$ cat src/rtl/synthesijer_fconv_result_buf_if.sv
// Signal bundle between the request/converter/consumer side and the result buffer.
// Handshake: a beat moves on any cycle where valid and ready are both high; valid does not wait on ready.
interface synthesijer_fconv_result_buf_if #(
    parameter int WIDTH = 32,
    parameter int DEPTH = 4
);
    localparam int CW = $clog2(DEPTH) + 1;

    logic             req_nd;
    logic             req_ready;
    logic             cv_nd;
    logic             cv_valid;
    logic [WIDTH-1:0] cv_result;
    logic [WIDTH-1:0] out_data;
    logic             out_valid;
    logic             out_ready;
    logic [CW-1:0]    count;
    logic [CW-1:0]    inflight;
    logic [1:0]       err;

    modport slave (
        input  req_nd, cv_valid, cv_result, out_ready,
        output req_ready, cv_nd, out_data, out_valid, count, inflight, err
    );

    modport master (
        output req_nd, cv_valid, cv_result, out_ready,
        input  req_ready, cv_nd, out_data, out_valid, count, inflight, err
    );
endinterface

$ cat src/rtl/synthesijer_fconv_result_buf.sv
// Credit-gated issue to a fixed-latency converter with a first-word-fall-through result FIFO.
// DEPTH must be a power of two and at least 2 so the pointers wrap naturally.
module synthesijer_fconv_result_buf #(
    parameter int WIDTH = 32,
    parameter int DEPTH = 4
) (
    input  logic                             clk,
    input  logic                             reset,
    synthesijer_fconv_result_buf_if.slave    bus
);
    localparam int AW  = $clog2(DEPTH);
    localparam int CW  = AW + 1;
    localparam int CW1 = CW + 1;
    localparam logic [CW-1:0] FULL    = CW'(DEPTH);
    localparam logic [CW:0]   CREDITS = CW1'(DEPTH);

    logic [WIDTH-1:0] r_mem [DEPTH];
    logic [AW-1:0]    r_wr_ptr;
    logic [AW-1:0]    r_rd_ptr;
    logic [CW-1:0]    r_count;
    logic [CW-1:0]    r_inflight;
    logic [1:0]       r_err;

    logic             w_req_ready;
    logic             w_cv_nd;
    logic             w_full;
    logic             w_pop;
    logic             w_write;
    logic             w_inc;
    logic             w_dec;
    logic [CW:0]      w_used;

    // Every issued conversion reserves a slot, so the converter never needs backpressure.
    always_comb begin
        w_used      = {1'b0, r_count} + {1'b0, r_inflight};
        w_req_ready = reset && (w_used < CREDITS);
        w_cv_nd     = bus.req_nd && w_req_ready;
        w_full      = (r_count == FULL);
        w_pop       = (r_count != '0) && bus.out_ready;
        w_write     = reset && bus.cv_valid && (!w_full || w_pop);
        w_inc       = w_cv_nd && !bus.cv_valid;
        w_dec       = bus.cv_valid && !w_cv_nd && (r_inflight != '0);
    end

    always_ff @(posedge clk or negedge reset) begin
        if (!reset) begin
            r_wr_ptr   <= '0;
            r_rd_ptr   <= '0;
            r_count    <= '0;
            r_inflight <= '0;
            r_err      <= '0;
        end else begin
            if (w_write) r_wr_ptr <= r_wr_ptr + AW'(1);
            if (w_pop)   r_rd_ptr <= r_rd_ptr + AW'(1);

            case ({w_write, w_pop})
                2'b10:   r_count <= r_count + CW'(1);
                2'b01:   r_count <= r_count - CW'(1);
                default: r_count <= r_count;
            endcase

            if (w_inc)      r_inflight <= r_inflight + CW'(1);
            else if (w_dec) r_inflight <= r_inflight - CW'(1);

            // Sticky until reset: dropped word, and a result nobody asked for.
            if (bus.cv_valid && w_full && !w_pop)  r_err[0] <= 1'b1;
            if (bus.cv_valid && r_inflight == '0)  r_err[1] <= 1'b1;
        end
    end

    // Storage needs no reset; validity is tracked by r_count alone.
    always_ff @(posedge clk) begin
        if (w_write) r_mem[r_wr_ptr] <= bus.cv_result;
    end

    assign bus.req_ready = w_req_ready;
    assign bus.cv_nd     = w_cv_nd;
    assign bus.out_valid = (r_count != '0);
    assign bus.out_data  = r_mem[r_rd_ptr];
    assign bus.count     = r_count;
    assign bus.inflight  = r_inflight;
    assign bus.err       = r_err;
endmodule

$ cat src/flat_wrapper.sv
// flat-port wrapper written by rule: the top's interface ports become plain ports
module synthesijer_fconv_result_buf_flat 
#(
    parameter int WIDTH = 32,
    parameter int DEPTH = 4
)
  (clk, reset, bus_req_nd, bus_cv_valid, bus_cv_result, bus_out_ready, bus_req_ready, bus_cv_nd, bus_out_data, bus_out_valid, bus_count, bus_inflight, bus_err);
  synthesijer_fconv_result_buf_if #(.WIDTH(WIDTH), .DEPTH(DEPTH)) bus_i ();
  input  logic clk;
  input  logic reset;
  input wire logic [$bits(bus_i.req_nd)-1:0] bus_req_nd;
  input wire logic [$bits(bus_i.cv_valid)-1:0] bus_cv_valid;
  input wire logic [$bits(bus_i.cv_result)-1:0] bus_cv_result;
  input wire logic [$bits(bus_i.out_ready)-1:0] bus_out_ready;
  output wire logic [$bits(bus_i.req_ready)-1:0] bus_req_ready;
  output wire logic [$bits(bus_i.cv_nd)-1:0] bus_cv_nd;
  output wire logic [$bits(bus_i.out_data)-1:0] bus_out_data;
  output wire logic [$bits(bus_i.out_valid)-1:0] bus_out_valid;
  output wire logic [$bits(bus_i.count)-1:0] bus_count;
  output wire logic [$bits(bus_i.inflight)-1:0] bus_inflight;
  output wire logic [$bits(bus_i.err)-1:0] bus_err;
  assign bus_i.req_nd = bus_req_nd;
  assign bus_i.cv_valid = bus_cv_valid;
  assign bus_i.cv_result = bus_cv_result;
  assign bus_i.out_ready = bus_out_ready;
  assign bus_req_ready = bus_i.req_ready;
  assign bus_cv_nd = bus_i.cv_nd;
  assign bus_out_data = bus_i.out_data;
  assign bus_out_valid = bus_i.out_valid;
  assign bus_count = bus_i.count;
  assign bus_inflight = bus_i.inflight;
  assign bus_err = bus_i.err;
  synthesijer_fconv_result_buf #(.WIDTH(WIDTH), .DEPTH(DEPTH)) u_core (.clk(clk), .reset(reset), .bus(bus_i));
endmodule
$ cat config.mk
export PLATFORM = sky130hd
export DESIGN_NAME = synthesijer_fconv_result_buf_flat
export DESIGN_NICKNAME = d
export VERILOG_FILES = /design/src/rtl/synthesijer_fconv_result_buf_if.sv /design/src/rtl/synthesijer_fconv_result_buf.sv /design/src/flat_wrapper.sv
export SDC_FILE = /design/constraint.sdc
export NUM_CORES = 1
export LEC_CHECK = 0
export CAP_MARGIN = 10
export CORE_MARGIN = 2
export CORE_UTILIZATION = 54
export CTS_CLUSTER_DIAMETER = 50
export DETAILED_ROUTE_END_ITERATION = 8
export PLACE_DENSITY = 0.8
export SLEW_MARGIN = 10
export SYNTH_ARGS = -nofsm -noshare
export SYNTH_HDL_FRONTEND = slang
export SYNTH_SLANG_ARGS = --single-unit
$ cat constraint.sdc
create_clock -name clk -period 2.75 [get_ports clk]
set_input_delay 0.825 -clock clk [delete_from_list [all_inputs] [get_ports clk]]
set_output_delay 0.825 -clock clk [all_outputs]
set_load 0.05 [all_outputs]
Word-level counts from Yosys, hierarchy flattened
Memory sizes are Yosys's and may differ from the RTL's.
Cells that the tools add are included.
W data, S select, Z words.
Word-level totals
  register bits after elaboration: 12
  RAM bits: 128
  output and inout bits: 43
  memories: 1
Operators by class
  add/sub/neg operators: 7
  magnitude comparators: 1
  equality and inequality tests: 3
  multiplexer cells: 5
  reductions and logical operators: 21
Memories
  u_core.r_mem: words 4, width 32, rd ports 1, clocked after Yosys merged registers in 0, write ports 1, line synthesijer_fconv_result_buf.sv:17  | logic [WIDTH-1:0] r_mem [DEPTH];
Operators by type and width (number)
  $logic_and A1 B1 Y1: 11
  $add A3 B1 Y3 const B: 2
  $mux W3: 2
  $pmux W3 S2: 1
  $reduce_bool A3 Y1: 2
  $sub A3 B1 Y3 const B: 2
  $add A2 B1 Y2 const B: 2
  $add A3 B3 Y4: 1
  $logic_not A1 Y1: 4
  $lt A4 B3 Y1 const B: 1
  $reduce_bool A2 Y1: 2
  $eq A3 B3 Y1 const B: 1
  $logic_not A3 Y1: 1
  $eq A2 B1 Y1 const B: 1
  $eq A2 B2 Y1 const B: 1
  $mux W1: 2
  $logic_or A1 B1 Y1: 1

Longest topological paths before layout
Gate-level depths: netlist of run 1.
  word-level depth: 9
  mapped depth: 10

Least setup slack after synthesis of run 1
Ideal clock, no wire load.
  kind: reg-to-reg
  start: register u_core.r_inflight[2], in the netlist u_core.bus.inflight[2]
  end: register u_core.r_inflight[1], in the netlist u_core.bus.inflight[1]
  setup time: 0.126 ns
  arrival time: 2.948 ns
  data required time: 2.624 ns
  setup slack: -0.324 ns
  cell stages (with the launch flop): 10
  buffers on the path: 0
  cell sequence: dfrtp_1 ha_1 nor4b_2 nand3_2 inv_1 nand2_1 fa_1 o21ai_0 mux2i_1 a221o_1
On the way
  cells in the longest elaborated chain, start to end: 8
  elaborated cells between the ends (all ways): 11
  classes of those cells: 1 x add/sub; 1 x order compare; 1 x mux; 8 x reduce/logical
RTL lines
  start, declared: line synthesijer_fconv_result_buf.sv:21  | logic [CW-1:0] r_inflight;
  start signal, assigned: line synthesijer_fconv_result_buf.sv:62  | if (w_inc) r_inflight <= r_inflight + CW'(1);
  start signal, assigned: line synthesijer_fconv_result_buf.sv:63  | else if (w_dec) r_inflight <= r_inflight - CW'(1);
  $add A3 B3 Y4 *: line synthesijer_fconv_result_buf.sv:35  | w_used = {1'b0, r_count} + {1'b0, r_inflight};
  $lt A4 B3 Y1 *: line synthesijer_fconv_result_buf.sv:36  | w_req_ready = reset && (w_used < CREDITS);
  $logic_and A1 B1 Y1 *: line synthesijer_fconv_result_buf.sv:36
  $logic_and A1 B1 Y1 *: line synthesijer_fconv_result_buf.sv:37  | w_cv_nd = bus.req_nd && w_req_ready;
  named net bus_cv_nd: line flat_wrapper.sv:16  | output wire logic [$bits(bus_i.cv_nd)-1:0] bus_cv_nd;
  $logic_not A1 Y1: line synthesijer_fconv_result_buf.sv:42  | w_dec = bus.cv_valid && !w_cv_nd && (r_inflight != '0);
  $logic_and A1 B1 Y1 (2 in series): line synthesijer_fconv_result_buf.sv:42
  $reduce_bool A2 Y1 (no line)
Mark *: on every way through the listed nets, which the timed path passes. The rest lies on a longest branch.
A chain may end at the register's enable or synchronous reset.

Final worst setup path of run 1
  start: register u_core.r_rd_ptr[0]
  end: output bus_out_data[29]
On the way
  cells in the longest elaborated chain, start to end: 1
RTL lines
  start, declared: line synthesijer_fconv_result_buf.sv:19  | logic [AW-1:0] r_rd_ptr;
  start signal, assigned: line synthesijer_fconv_result_buf.sv:54  | if (w_pop) r_rd_ptr <= r_rd_ptr + AW'(1);
  $mem_v2 Z4 W32
  end, declared: line flat_wrapper.sv:17  | output wire logic [$bits(bus_i.out_data)-1:0] bus_out_data;
Every way passes these cells.

==> metrics.md, run 1 <==
| Metric | Value |
|---|---|
| CP cell instances | buf_12 > buf_12 > mux4_2 > buf_6 |
| Chip Width | 104 um |
| Worst setup margin | -17.4 ps |
| Synthesized area per cell | 22.2 um2 |
| Inst Count DP | 460 |
| Final Max Slew Viols | 0 |
| Post-Synth XOR/XNOR Area | 1.27% |
| Drt wl/cell | 20.4 um |
| PortBufs | 79 |
| Total power | 8930 uW |
| FF-to-FF Start | u_core.bus.count[0] |
| Worst slew margin | 66.6% |
| Max Used Layer | met4 |
| Final Setup Violations | 3 |
| Slew of the pin with the lowest slew margin | 499 ps |
| Netlist cell types | 31 |
| Rows | 36 |
| Violated checks | setup timing |
| Compound-Gate Fraction of Synth Area | 1.13% |
| Routed wl met3 | 522 um |
| H-tree lvl count | 4 |
| Post-synthesis simple-gate area fraction | 2.68% |
| Starting Density | 55.4% |
| Outcome | finished, violations left |
| Core area | 9770 um2 |
| CTS tree | yes |
| Adder-cell share of the synthesized area | 2.36% |
| Worst path arrival time | 1940 ps |
| Total track usage | 19.4% |
| Syn Inst Count | 244 |
| Hold Crit Class | primary input to asynchronous set/reset pin |
| Die area | 10,900 um2 |
| Clock buffer depth | 2 |
| Most used cell, CP | buf_12 |
| Master of the slowest instance on the critical path | mux4_2 |
| Post-Syn Area | 5420 um2 |
| Worst-Skew Late Latency | 520 ps |
| Startpoint class of the critical path | register |
| Drt via density | 5.40 |
| Final #Nets | 400 |
| Post-synth EDFFs | 128 |
| Crit share post-route | 101% |
| DRC viols | 0 |
| Final std cells w/o fill | 500 |
| Crit. End Element | primary output |
| Mux cell area share after synthesis | 14.6% |
| Post-DP HPWL | 5.73 mm |
| Fillers | 561 |
| Largest net degree at the start of global routing | 33 |
| End-of-flow core utilization | 73.7% |
| Syn_nets | 290 |
| WL met1 | 4.33 mm |
| YS warnings | 0 |
| Vias in the first global route | 2,889 |
| Placer Congestion | 0.740 |
| # IOs | 80 |
| CP max FO | 10 |
| Achievable frequency | 0.361 GHz |
| First-pass GRT wire length | 15.5 mm |
| Layout cell share with drive strength beyond 1 | 37.1% |
| Bufs and invs on worst path | 3 |
| Grt ovf | 0 |
| Final wirelength | 10.2 mm |
| Initial DRC Count | 144 |
| Asr flop ratio synth | 8.57% |
| Post-CTS Hold Fix Bufs | 0 |
| Critical path type | register to primary output |
| Worst VDD drop | 0.000934 V |
| CP required | 1930 ps |
| CP max stage delay | 550 ps |
| Via count | 2,698 |
| ANT cells | 0 |
| Clock sinks | 140 |
| Kind of cell adding the most delay to the critical path | multiplexers |
| Pwr per Cell Area | 1240 nW/um2 |
| Area Overhead vs Synth | 32.9% |
| Clock transition at path regs | 60 ps |
| Max_cap viols | 0 |
| Chip height | 104 um |
| Initial antenna violation count | 0 |
| Routed Antenna Nets | 0 |
| Largest family of logic cells by synthesized area | multiplexers |
| Clock root buffer | clkbuf_8 |
| Min cycle time layout | 2770 ps |
| Worst R2R End | u_core.bus.count[2] |
| #FFs+latches synth | 140 |
| FF-to-FF path depth | 10 |
| RSZ-0062 raised after global routing | yes |
| Num CTS Buffers | 17 |
| Final hold viol count | 0 |
| Reg2reg setup slack | 310 ps |
| Post-synthesis sequential area ratio | 76.5% |
| Clock Skew | 9.52 ps |
| Leakage power | 0.00255 uW |
| Main synth FF type | edfxtp_1 |
| DRT Pass-1 Iters | 4 |
| Met2 Wirelength | 5.26 mm |
where the power goes:
group | total [uW] | switching [uW] | leakage (uW) | internal, uW
Combinational | 3850 | 2270 | 0.000971 | 1580
Sequential | 2780 | 144 | 0.00129 | 2630
Clock | 2300 | 902 | 0.000284 | 1400
Total | 8930 | 3320 | 0.00255 | 5610
layout by cell type (no fill, tap or decap), types with 2 or more instances in the layout:
master           synthesis  final
dfrtp_1                 12      7
inv_1                    9      8
dfrtp_2                  0      5
inv_6                    0      4
dlygate4sd2_1            0      2
bufinv_16                0      3
buf_12                   0      5
mux2i_1                  7      7
clkinvlp_4               0      4
ha_4                     0      2
nand2_1                  5      5
edfxtp_1               128    128
xnor2_1                  2      2
buf_4                    0     28
o21ai_0                  2      2
inv_8                    0      2
and2_1                   2      2
xor2_1                   4      4
clkdlybuf4s50_1          0     42
fa_1                     2      2
clkbuf_16                0     17
nor2_1                   5      5
ha_1                     7      5
buf_6                    1     21
mux4_2                  32     32
and2_4                   4      4
flip-flops by register name (all words and copies together) (netlist names):
register / count
u_core.r_rd_ptr: 2
u_core.r_wr_ptr: 2
u_core.bus.inflight: 3
u_core.bus.err: 2
u_core.r_mem: 128
u_core.bus.count: 3
synthesized netlist by cell type, types with 2 or more instances:
master	count	area share, %
edfxtp_1	128	71
mux4_2	32	13
dfrtp_1	12	5.5
inv_1	9	0.62
ha_1	7	1.6
mux2i_1	7	1.3
buf_2	5	0.46
nand2_1	5	0.35
nor2_1	5	0.35
and2_4	4	0.65
xor2_1	4	0.65
clkbuf_1	3	0.21
and2_1	2	0.23
fa_1	2	0.74
o21ai_0	2	0.18
xnor2_1	2	0.32
metal layers:
layer | up-vias | global-route usage (%)
met5 | - | 0
met4 | 0 | 5.50
met3 | 13 | 6.52
met2 | 94 | 32.1
met1 | 1375 | 24.8
li1 | 1216 | -
area by class of cell:
class	count	area (um2)	area share [%]
clock inverters	14	183	2.54
clock buffers	18	418	5.80
well taps	133	166	2.31
multi-input cells	86	1230	17.1
repair buffers	100	1010	14.1
flip-flops and latches	140	4150	57.6
inverters	9	37.5	0.521
cell families after synthesis:
family / after synthesis
AO/OA/AOI/OAI: 8
XOR/XNOR: 7
adder cells (fa/ha/maj): 9
buffers and inverters: 18
flip-flops: 140
multiplexers: 39
AND/OR/NAND/NOR: 23
worst max path at each step:
| stage | from | end | slack (ps) | cells after the start |
|---|---|---|---|---|
| global placement | bus_out_ready | u_core.bus.count[2] | -270 | 10 |
| floorplan | u_core.bus.inflight[2] | u_core.bus.inflight[1] | 30 | 9 |
| CTS | u_core.bus.count[2] | bus_out_valid | -50 | 3 |
| detailed placement | bus_out_ready | u_core.bus.count[2] | -340 | 10 |
| finish | u_core.r_rd_ptr[0] | bus_out_data[29] | -20 | 4 |
| global route | u_core.r_rd_ptr[0] | bus_out_data[23] | -80 | 4 |
stage by stage:
stage	area [um2]	hold slack (ps)	setup WS, ps	setup TNS (ps)
after floorplan	5440	529	25.3	0
after global placement	6400	457	-267	-7630
after detailed placement	6400	461	-344	-10660
after CTS	7060	407	-48.2	-90.7
after global routing	7200	416	-75.6	-802
final	7200	418	-17.4	-31.9
repair_timing:
| item | CTS | global route |
|---|---|---|
| buffers inserted | 5 | 2 |
| hold endpoints to repair | 0 | 0 |
| pin swaps | 3 | 1 |
| setup endpoints to repair | 16 | 21 |
| cloned | 0 | 2 |
| gates resized for setup | 8 | 23 |
Note: power is estimated with default switching activity, not from simulation.
==> run 2: changes to the inputs <==
Settings changed: CELL_PAD_IN_SITES_DETAIL_PLACEMENT set to 0, CELL_PAD_IN_SITES_GLOBAL_PLACEMENT set to 1, CORE_UTILIZATION 54 to 47, PLACE_DENSITY 0.8 to unset, PLACE_DENSITY_LB_ADDON set to 0.1.
==> run 2 against run 1 <==
Against the previous run:
- the run now ends clean
- cell count rose by 1.2%
- critical path depth fell by 3
- sequential share of layout area fell by 0.89 points
- critical endpoint is now bus_inflight[0]
- clock skew fell by 2.6 ps
- die area rose by 14%
- sequential cell count did not move
- register-to-register slack got worse by 70 ps
- non-clock buffer count fell by 3
- largest power group unchanged
- utilization fell by 9.1 points
- worst hold slack improved by 71 ps
==> metrics.md, run 2 (synthesis results as in run 1) <==
| Metric | Value |
|---|---|
| Outcome | finished, final reports clean |
| Worst-Skew Late Latency | 410 ps |
| DRC viols | 0 |
| Routed Antenna Nets | 0 |
| Worst setup margin | 97.0 ps |
| DRT Pass-1 Iters | 4 |
| Min cycle time layout | 2650 ps |
| Post-DP HPWL | 5.43 mm |
| Vias in the first global route | 2,823 |
| CP required | 1930 ps |
| Worst VDD drop | 0.000835 V |
| Setup TNS | 0 ps |
| Chip Width | 111 um |
| Num CTS Buffers | 17 |
| Final hold viol count | 0 |
| Final Max Slew Viols | 0 |
| Pwr per Cell Area | 1250 nW/um2 |
| Worst R2R End | u_core.bus.inflight[1] |
| Initial antenna violation count | 0 |
| Final #Nets | 397 |
| Crit share post-route | 96.5% |
| CTS tree | yes |
| Master of the slowest instance on the critical path | clkdlybuf4s50_1 |
| RSZ-0062 raised after global routing | no |
| Final Setup Violations | 0 |
| Clock sinks | 140 |
| Most frequent cells in the layout | edfxtp_1, clkdlybuf4s50_1, mux4_2, buf_4, buf_12 |
| Largest register FFs | 128 |
| Crit. End Element | primary output |
| CP max FO | 9 |
| Clock buffer depth | 2 |
| Startpoint class of the critical path | register |
| First-pass GRT wire length | 14.7 mm |
| Grt ovf | 0 |
| Commonest non-fill, non-tap cell in the layout | edfxtp_1 |
| Clock root buffer | clkbuf_16 |
| Worst slew margin | 65.6% |
| Total track usage | 16.2% |
| Achievable frequency | 0.377 GHz |
| Final wirelength | 9.56 mm |
| ANT cells | 0 |
| Placer Congestion | 0.734 |
| Worst path arrival time | 1830 ps |
| Top reg by flops | u_core.r_mem |
| Drt wl/cell | 18.9 um |
| Starting Density | 47.9% |
| # IOs | 80 |
| Layout cell share with drive strength beyond 1 | 37.5% |
| Critical path type | register to primary output |
| Hold Crit Class | primary input to asynchronous set/reset pin |
| Worst slack at placement | -350 ps |
| FF-to-FF path depth | 10 |
| Clock transition at path regs | 60 ps |
| CP cell instances | clkdlybuf4s50_1 |
| Die area | 12,400 um2 |
| PortBufs | 79 |
| Area Overhead vs Synth | 35.1% |
| End-of-flow core utilization | 64.7% |
| Max_cap viols | 0 |
| Kind of cell adding the most delay to the critical path | buffers and inverters |
| Clock Skew | 6.95 ps |
| Rows | 39 |
| Bufs and invs on worst path | 1 |
| Core area | 11,300 um2 |
| Initial DRC Count | 113 |
| Drt via density | 5.18 |
| Leakage power | 0.00258 uW |
| H-tree lvl count | 4 |
| CP max stage delay | 870 ps |
| Chip height | 111 um |
| Reg2reg setup slack | 240 ps |
| Largest net degree at the start of global routing | 35 |
| FF-to-FF Start | u_core.bus.inflight[1] |
| Via count | 2,620 |
| Post-CTS Hold Fix Bufs | 0 |
| Slew of the pin with the lowest slew margin | 515 ps |
## run 2: changes by cell type in the layout (fill, tap and decap cells not counted), moves of 2 or more
| cell | previous run | this run |
|---|---|---|
| buf_12 | 5 | 19 |
| buf_4 | 28 | 32 |
| buf_6 | 21 | 0 |
| clkinv_2 | 0 | 3 |
| inv_6 | 4 | 0 |
| inv_8 | 2 | 0 |
## run 2: worst reg2reg max path, cell delays in order (launching register included)
cell and delay (ps):
dfrtp_2 460, ha_4 190, nor4b_4 370, nand3_4 120
clkinvlp_4 120, buf_4 100, nand2_1 50, fa_1 470
o21ai_0 90, mux2i_1 100, a221o_1 300
## run 2: final cells by class
| type | instances | area, um2 |
|---|---|---|
| Clock inverter | 13 | 175 |
| Clock buffer | 18 | 429 |
| Sequential cell | 140 | 4150 |
| Inverter | 9 | 37.5 |
| Tap cell | 143 | 179 |
| Multi-Input combinational cell | 86 | 1250 |
| Fill cell | 804 | 4000 |
| Timing Repair Buffer | 97 | 1100 |
## run 2: report_power, final
part | total, uW | leakage, uW | internal [uW] | switching [uW]
Clock | 2320 | 0.000291 | 1500 | 823
Sequential | 2820 | 0.00129 | 2630 | 183
Combinational | 3980 | 0.00100 | 1750 | 2230
## run 2: how the worst max path moves through the flow
stage,start,to,slack (ps),depth (start not counted)
after detailed placement,bus_out_ready,u_core.bus.count[2],-350,10
after floorplan,u_core.bus.inflight[2],u_core.bus.inflight[1],30,9
after CTS,u_core.bus.inflight[2],bus_cv_nd,-30,6
after global routing,u_core.bus.inflight[0],bus_inflight[0],30,1
after global placement,bus_out_ready,u_core.bus.count[2],-300,10
final,u_core.bus.inflight[0],bus_inflight[0],100,1
## run 2: per-layer routing
metal | vias up | GRT usage, % | share of wire, %
met5 | - | 0 | 0
met4 | 0 | 6.17 | 0.68
met3 | 5 | 6.59 | 4.1
met2 | 54 | 25.9 | 51
met1 | 1354 | 20.2 | 44
li1 | 1207 | - | -
## run 2: per-stage QoR
step	std cells	hold WS (ps)	area (um2)	power [uW]
finish	506	489	7320	9120
CTS	504	477	7260	9130
detailed placement	468	470	6600	6720
global placement	468	457	6600	6710
global route	506	493	7320	9490
floorplan	244	529	5440	5280
## run 2: what timing repair did
action                                  in CTS  in global routing
hold endpoints to repair                     0                  0
gates resized for setup                      5                  6
buffers inserted                             5                  2
pin swaps                                    3                  5
cloned                                       0                  1
endpoints found under the setup margin       3                  7
==> run 3: changes to the inputs <==
Settings changed: CTS_CLUSTER_SIZE set to 30, PLACE_DENSITY_LB_ADDON 0.1 to 0.15, SLEW_MARGIN 10 to 20.
==> run 3 against run 2 <==
Against the previous run:
- clock skew hardly changed
- die area stayed put
- critical endpoint is now bus_cv_nd
- sequential power is 1% lower
- highest routed layer unchanged
- largest cell class unchanged
- largest power group unchanged
==> metrics.md, run 3 (synthesis results as in run 1) <==
| Metric | Value |
|---|---|
| Initial antenna violation count | 0 |
| Drt via density | 5.20 |
| Outcome | finished, final reports clean |
| Largest register FFs | 128 |
| Vias in the first global route | 2,814 |
| Total track usage | 15.7% |
| Final #Nets | 398 |
| H-tree lvl count | 4 |
| Routed wl met3 | 487 um |
| Drt wl/cell | 18.1 um |
| Largest net degree at the start of global routing | 34 |
| ANT cells | 0 |
| Clock root buffer | clkbuf_16 |
| Startpoint class of the critical path | register |
| Final wirelength | 9.18 mm |
| Layout cell share with drive strength beyond 1 | 37.8% |
| Min cycle time layout | 2690 ps |
| Clock Skew | 7.34 ps |
| Area Overhead vs Synth | 34.6% |
| PortBufs | 79 |
| Fillers | 819 |
| Clock sinks | 140 |
| Pwr per Cell Area | 1240 nW/um2 |
| Top reg by flops | u_core.r_mem |
| CP required | 1930 ps |
| Chip height | 111 um |
| CP max stage delay | 450 ps |
| Leakage power | 0.00257 uW |
| Met2 Wirelength | 4.72 mm |
| Dpl cell area | 6620 um2 |
| Initial DRC Count | 133 |
| Post-DP HPWL | 5.44 mm |
| DRC viols | 0 |
| Crit share post-route | 97.9% |
| Routed Antenna Nets | 0 |
| Kind of cell adding the most delay to the critical path | simple AND/OR/NAND/NOR gates |
| Critical path type | register to primary output |
| First-pass GRT wire length | 14.5 mm |
| Placer Congestion | 0.760 |
| Final Setup Violations | 0 |
| Num CTS Buffers | 17 |
| Final hold viol count | 0 |
| Commonest non-fill, non-tap cell in the layout | edfxtp_1 |
| Worst slew margin | 66.2% |
| Core area | 11,300 um2 |
| CTS tree | yes |
| # IOs | 80 |
| CP max FO | 4 |
| Starting Density | 47.9% |
| Crit. End Element | primary output |
| WL met1 | 3.81 mm |
| Achievable frequency | 0.371 GHz |
| Total power | 9020 uW |
| DRT Pass-1 Iters | 4 |
| Most frequent cells in the layout | edfxtp_1, clkdlybuf4s50_1, buf_4, mux4_2, buf_12 |
| Final instance area | 7290 um2 |
| Clock buffer depth | 2 |
| Slew of the pin with the lowest slew margin | 506 ps |
| Max_cap viols | 0 |
| CP cell instances | ha_4 > nor4b_4 > nand3_4 > clkinvlp_4 > buf_12 |
| Worst slack at placement | -348 ps |
| Clock transition at path regs | 60 ps |
| Via count | 2,640 |
| Worst-Skew Late Latency | 410 ps |
| RSZ-0062 raised after global routing | yes |
| Bufs and invs on worst path | 2 |
| Max Used Layer | met4 |
| Final Max Slew Viols | 0 |
| Worst setup margin | 58.0 ps |
| Die area | 12,400 um2 |
| Post-CTS Hold Fix Bufs | 0 |
| Hold Crit Class | register to register |
| Grt ovf | 0 |
| Worst VDD drop | 0.000798 V |
| Rows | 39 |
| Master of the slowest instance on the critical path | dfrtp_2 |
| Worst path arrival time | 1870 ps |
| Chip Width | 111 um |
## run 3: power by group
group          switching, uW  internal [uW]
clock                    908           1370
combinational           2250           1720
sequential               143           2630
## run 3: worst paths after layout
kind / from / slack (ps) / cells past startpoint / to
setup / recovery: u_core.bus.count[2] / 60 / 5 / bus_cv_nd
min in group asynchronous: reset / 520 / 2 / u_core.bus.count[0]
hold / removal: u_core.bus.err[1] / 470 / 1 / u_core.bus.err[1]
max in group asynchronous: reset / 2040 / 2 / u_core.r_rd_ptr[1]
setup reg to reg: u_core.bus.count[2] / 180 / 10 / u_core.bus.inflight[1]
hold reg to reg: u_core.bus.err[1] / 470 / 1 / u_core.bus.err[1]
## run 3: what timing repair did
item,in CTS,in global routing
pin swaps,1,4
endpoints found under the setup margin,3,3
setup buffers,0,7
resized for setup,2,4
## run 3: final cells by class
| type | instances | area (um2) | share of cell area, % |
|---|---|---|---|
| clock inverters | 15 | 183 | 2.50 |
| repair buffers | 98 | 1080 | 14.9 |
| flip-flops and latches | 140 | 4150 | 56.9 |
| clock buffers | 17 | 425 | 5.83 |
| well taps | 143 | 179 | 2.45 |
| multi-input cells | 86 | 1230 | 16.9 |
| inverters | 9 | 37.5 | 0.515 |
## run 3: metal layers
metal  vias to the layer above  track usage [%]
met4                         0             7.65
met3                        15             4.95
li1                       1217                -
met5                         -                0
met1                      1340             19.6
met2                        68             25.2
## run 3: stage by stage
stage          util (%)  cells  hold WS [ps]  TNS (ps)
3_5_place_dp       58.5    470           460    -14040
5_1_grt            64.4    508           505     -13.0
3_3_place_gp       58.5    470           448    -11690
2_1_floorplan         -    244           529         0
6_report           64.4    508           471         0
4_1_cts            63.8    502           475     -99.1
